<file path="src/rtl/mul_ctrl.sv">
// Two-phase-load controller and 64-step shift-add engine for a 64x64 unsigned multiply.
// The A operand is latched on the first start edge and the B operand on the second; the product appears 64 cycles later.
module mul_ctrl (
    input  logic        clk,
    input  logic        reset_n,
    input  logic        in_opstart,
    input  logic        in_opclear,
    input  logic        in_intrEn,
    input  logic [63:0] in_operand,
    output logic [1:0]  out_opdone,
    output logic [63:0] out_result_h,
    output logic [63:0] out_result_l,
    output logic        out_intr
);

    typedef enum logic [1:0] {
        IDLE   = 2'd0,
        WAIT_B = 2'd1,
        EXEC   = 2'd2,
        DONE   = 2'd3
    } state_t;

    state_t         r_state;
    logic           r_startD;
    logic [63:0]    r_a;
    logic [127:0]   r_p;
    logic [5:0]     r_cnt;
    logic           r_done;
    logic           r_busy;
    logic [63:0]    r_resH;
    logic [63:0]    r_resL;

    logic           w_edge;
    logic [63:0]    w_addend;
    logic [64:0]    w_sum;
    logic [127:0]   w_pNext;

    // Only a rising start level acts; a level held high never re-triggers.
    assign w_edge   = in_opstart & ~r_startD;

    // The sum is 65 bits wide so that its carry shifts into P[127].
    assign w_addend = r_p[0] ? r_a : 64'h0;
    assign w_sum    = {1'b0, r_p[127:64]} + {1'b0, w_addend};
    assign w_pNext  = {w_sum, r_p[63:1]};

    always_ff @(posedge clk) begin
        if (!reset_n) begin
            r_state  <= IDLE;
            r_startD <= 1'b0;
            r_a      <= 64'h0;
            r_p      <= 128'h0;
            r_cnt    <= 6'd0;
            r_done   <= 1'b0;
            r_busy   <= 1'b0;
            r_resH   <= 64'h0;
            r_resL   <= 64'h0;
        end else begin
            r_startD <= in_opstart;
            if (in_opclear) begin
                r_state <= IDLE;
                r_a     <= 64'h0;
                r_p     <= 128'h0;
                r_cnt   <= 6'd0;
                r_done  <= 1'b0;
                r_busy  <= 1'b0;
                r_resH  <= 64'h0;
                r_resL  <= 64'h0;
            end else begin
                case (r_state)
                    IDLE: begin
                        if (w_edge) begin
                            r_a     <= in_operand;
                            r_busy  <= 1'b1;
                            r_state <= WAIT_B;
                        end
                    end
                    WAIT_B: begin
                        if (w_edge) begin
                            r_p     <= {64'h0, in_operand};
                            r_cnt   <= 6'd0;
                            r_state <= EXEC;
                        end
                    end
                    // Start edges arriving here are dropped, not queued.
                    EXEC: begin
                        r_p   <= w_pNext;
                        r_cnt <= r_cnt + 6'd1;
                        if (r_cnt == 6'd63) begin
                            r_resH  <= w_pNext[127:64];
                            r_resL  <= w_pNext[63:0];
                            r_done  <= 1'b1;
                            r_busy  <= 1'b0;
                            r_state <= DONE;
                        end
                    end
                    // Old results remain visible until the next run completes.
                    DONE: begin
                        if (w_edge) begin
                            r_a     <= in_operand;
                            r_done  <= 1'b0;
                            r_busy  <= 1'b1;
                            r_state <= WAIT_B;
                        end
                    end
                    default: begin
                        r_state <= IDLE;
                    end
                endcase
            end
        end
    end

    assign out_opdone   = {r_busy, r_done};
    assign out_result_h = r_resH;
    assign out_result_l = r_resL;
    assign out_intr     = r_done & in_intrEn;

endmodule

</file>
<file path="config.mk">
export PLATFORM = sky130hd
export DESIGN_NAME = mul_ctrl
export DESIGN_NICKNAME = d
export VERILOG_FILES = /design/src/rtl/mul_ctrl.sv
export SDC_FILE = /design/constraint.sdc
export NUM_CORES = 1
export LEC_CHECK = 0
export ABC_CLOCK_PERIOD_IN_PS = 4200
export BUFFER_PORTS_ARGS = -buffer_cell sky130_fd_sc_hd__buf_2
export CORE_MARGIN = 5
export CORE_UTILIZATION = 25
export CTS_BUF_LIST = sky130_fd_sc_hd__clkbuf_16
export DETAILED_ROUTE_END_ITERATION = 10
export GPL_TIMING_DRIVEN = 0
export PLACE_DENSITY = 0.51
export SKIP_LAST_GASP = 1
export SLEW_MARGIN = 20
export SYNTH_ARGS = -nofsm -noshare
export SYNTH_HDL_FRONTEND = slang
export SYNTH_SLANG_ARGS = --single-unit
</file>
<file path="constraint.sdc">
create_clock -name clk -period 4.2 [get_ports clk]
set_clock_uncertainty 0.2 [all_clocks]
set_input_delay 0.21 -clock clk [delete_from_list [all_inputs] [get_ports clk]]
set_output_delay 0.21 -clock clk [all_outputs]
set_load 0.05 [all_outputs]
</file>
Yosys cells after proc, flatten, opt, wreduce, memory -nomap -nowiden. Index checks and enable logic that the tools add are counted.

Flip-flop bits (word level): 331. Bits of input ports: 69. Word-level logic and storage cells: 50.

Add/sub/neg operators: 2. Equality and inequality tests: 8. Mux-type cells: 15. Bitwise logic cells: 4. Reduce and logical (&&, ||, !) cells: 12.

Operators by type and width (number): $pmux 128 s2 (1); $mux 128 (1); $add 64x64->65 (1); $mux 64 (1); $pmux 6 s2 (1); $reduce_and 3->1 (3); $add 6x1->6 const B (1); $eq 6x6->1 const B (1); $mux 2 (3); $mux 6 (1); $ne 2x2->1 const B (3); $pmux 2 s3 (1); $reduce_and 2->1 (3); $reduce_bool 2->1 (3); $eq 2x2->1 const B (2); $mux 1 (4); $pmux 1 s2 (2); $reduce_or 2->1 (2); $and 1x1->1 (2); $eq 2x1->1 const B (1); $logic_not 2->1 (1); $ne 2x1->1 const B (1); $not 1->1 (2).

Longest topological paths before layout.
Word-level depth: 4. Depth in mapped cells: 15.

Worst setup path after synthesis. No wires, ideal clock.

Kind: register -> register. Start point: register r_p[0]. End point: register r_resH[56], in the netlist out_result_h[56]. Arrival time: 3.433 ns. Setup slack: 0.443 ns. Cell stages (with the launch flop): 15. Cell sequence: dfxtp_1 -> clkbuf_1 -> clkbuf_1 -> and2_1 -> ha_1 -> nand3_1 -> or4b_1 -> a31o_1 -> a31o_1 -> or3_4 -> a211oi_2 -> o21bai_1 -> a211oi_2 -> mux2i_1 -> nand3_1.

Longest elaborated chain between the ends: 2.

Ends and longest elaborated chain: from (decl) (line 26) `logic [127:0] r_p;`; from (signal assigned) (line 79) `r_p <= {64'h0, in_operand};`; from (signal assigned) (line 86) `r_p <= w_pNext;`; $mux 64 (line 42) `assign w_addend = r_p[0] ? r_a : 64'h0;`; $add 64x64->65 (line 43) `assign w_sum = {1'b0, r_p[127:64]} + {1'b0, w_addend};`; to (signal assigned) (line 89) `r_resH <= w_pNext[127:64];`; to (decl) (line 30) `logic [63:0] r_resH;`.

No other way between the ends. A chain may end at the register's enable or synchronous reset.

Worst setup path in the final report. Same ends and word-level chain as after synthesis.

==> flow_summary.yaml <==
cts:
  clk_pin_slew_ps: 60
  insertion_delay_ps: 560
  h-tree-depth: 2
  cts_inserted_buffers: 38
  cts_tree: "built"
  clkSinkCount: 331
  cts_buffer_depth: 3
  clock-root-buffer: "clkbuf_16"
synthesis:
  synth_simple_gate_area_share_pct: 20.7
  yosys.area.top_type: "dfxtp_1"
  async_flop_share_pct: 0
  synthTopCellsByArea: "dfxtp_1 41%, nand2_1 9.9%, a21oi_1 8.3%"
  synthMuxAreaShare_pct: 4.27
  syn_area_per_cell_um2: 7.98
  synth_xor_area_share_pct: 3.30
  syn_nets: 2168
  netlist_area_um2: 16200
  synth_seq_cells: 331
  synth_commonest_cells: "429 x nand2_1, 331 x dfxtp_1, 269 x a21oi_1, 140 x nor2_1, 133 x clkbuf_1"
  synth_top_area_share_pct: 40.9
  yosysMostFrequentCell: "nand2_1"
  yosys_warnings: 0
  synth-edff-count: 0
  yosysUniqueCellTypes: 64
  synth_compound_area_share_pct: 21.3
  synth_top_family_by_area: "compound AO/OA/AOI/OAI gates"
  synth-main-ff-cell: "dfxtp_1"
  yosys.area_share.adder_pct: 5.46
  seq_area_frac_synth_pct: 40.9
  syn-instance-count: 2029
timing:
  hold_slack_ps: 107
  maxSlewViolCount: 0
  fin_crit_sh_pct: 98.6
  period_needed_ps: 4140
  max_slew_margin_pct: 31.1
  setup_viol: 0
  max_clock_freq_mhz: 241
  tightest_slew_ps: 1000
  hold_violations: 0
  grt_setup_unrepaired: "yes"
pwr:
  vdd.ir_drop.worst_mv: 0.223
  p_leak_nw: 7.87
  cellPowerDensity_nw_per_um2: 329
  power.total_mw: 6.82
placement:
  gp_congestion: 0.899
  dpl.cell_count: 3083
  port_buffers: 199
  hpwl_um: 47000
run:
  maxCapViolations: 0
floorplan:
  die_w_um: 264
  core-area_um2: 64300
  dieArea_um2: 69900
  core.rowCount: 93
  ios: 200
  die_y_um: 264
  initial_core_util_pct: 25.2
finish:
  nets: 2488
  drive_above_1_share_pct: 14.3
  utilization_pct: 32.2
  stdcell_count: 3233
  fillCellCount: 6873
  syn2layout_area_growth_pct: 27.8
worst_setup_path:
  path_class: "flip-flop to flip-flop"
  crit_required_ps: 4430
  r2r-start: "r_p[0]"
  crit_end: "out_result_h[56]"
  crit_path_max_fanout: 10
  worstRegToRegCells: 14
  critPathLaunchType: "flip-flop"
  r2r_slack_ps: 60
  startpoint: "r_p[0]"
  timing.rr.end: "out_result_h[56]"
  cp.arrival_ps: 4370
  endpoint_kind: "flip-flop"
status:
  violations: "DRC"
  run_status: "finished, violations left"
route:
  wl_per_cell_um: 18.7
  wl_um: 60400
  first_iter_violations: 940
  dr_total_vias: 15500
  viasPerCell: 4.81
  drc: 2
  antenna_left: 0
  drt_pass1_iterations: 8
hold_path:
  hold_start: "in_opclear"
  holdCritPathClass: "primary input to flip-flop"
global_route:
  grt_pass1_wl_um: 90700
  grt_max_degree: 13
  grt_overflow: 0
  grt_antenna_before_repair: 2
  track_usage_pct: 16.3
  grt_pass1_vias: 15400
==> sequential cells by signal, summed over array words and instances (netlist names) <==
register / cells
out_result_h: 64
r_state: 2
r_busy: 1
r_p: 128
r_cnt: 6
r_startD: 1
out_result_l: 64
r_a: 64
r_done: 1
==> metrics by stage <==
stage          TNS [ps]  setup WS, ps  area [um^2]
3_5_place_dp     -29550         -1180        18300
2_1_floorplan         0           443        16200
3_3_place_gp     -30600         -1210        18300
4_1_cts               0          14.0        20200
6_report              0          59.1        20700
5_1_grt           -80.4         -37.4        20700
==> how the worst min path moves through the flow <==
| stage | end | depth (start not counted) |
|---|---|---|
| 6_report | out_result_h[62] | 5 |
| 5_1_grt | out_result_h[39] | 5 |
| 4_1_cts | out_result_h[62] | 5 |
| 3_5_place_dp | r_a[5] | 2 |
| 3_3_place_gp | r_a[22] | 2 |
| 2_1_floorplan | r_startD | 1 |
==> routing by layer <==
| metal | share of wire, % | global-route usage [%] | vias up |
|---|---|---|---|
| li1 | - | - | 7703 |
| met1 | 45 | 21.7 | 7322 |
| met2 | 47 | 27.8 | 436 |
| met3 | 5.3 | 2.48 | 88 |
| met4 | 2.6 | 4.48 | 0 |
| met5 | 0 | 0 | - |
==> area by class of cell <==
cell class	instances	area [um^2]	area share, %
Multi-Input combinational cell	1527	9340	45.1
Sequential cell	331	6630	32.0
Timing Repair Buffer	286	1840	8.87
Tap cell	855	1070	5.17
Clock buffer	38	951	4.59
Buffer	140	569	2.75
Clock inverter	30	203	0.979
Inverter	25	93.8	0.453
Antenna cell	1	2.50	0.0121
==> layout by cell type, fill, tap and decap left out, types with 52 or more instances in the layout <==
cell,netlist,final
dlygate4sd3_1,0,68
clkbuf_1,133,119
o21ai_0,55,52
nor2_1,140,140
a21oi_1,269,268
nand2_1,429,426
buf_2,1,200
mux2i_1,69,69
and2_1,71,62
a211oi_1,69,68
dfxtp_1,331,330
==> power by group <==
group / switching (mW) / internal [mW]
combinational: 0.285 / 0.157
sequential: 0.0278 / 3.18
clock: 1.40 / 1.77
total: 1.71 / 5.11
==> repair_timing <==
action	CTS	global route
setup buffers	4	14
setup endpoints to repair	60	34
endpoints found under the hold margin	133	0
pin swaps	5	18
gates cloned	0	1
hold buffers	68	0
gates resized for setup	27	74
==> critical path, stage by stage, from the launching register on <==
cell and delay, ps:
dfxtp_4 360, buf_8 140, buf_6 130, and2_1 190
ha_4 300, nand4_1 100, or4_4 540, a31o_4 240
a31o_4 250, or3_4 400, a211oi_4 320, o21bai_2 140
a211oi_2 320, mux2i_1 260, nand3_1 100
==> cell families (layout without fill, tap and decap cells) <==
family / Yosys count / in the layout
AOI/OAI and AO/OA: 560 / 560
xor gates and xnor gates: 61 / 61
adders and majority gates: 70 / 70
buffers and inverters: 171 / 519
DFF: 331 / 331
muxes: 69 / 69
other: 0 / 1
and+or+nand+nor: 767 / 767
No activity file was read; power rests on OpenSTA's default activity.
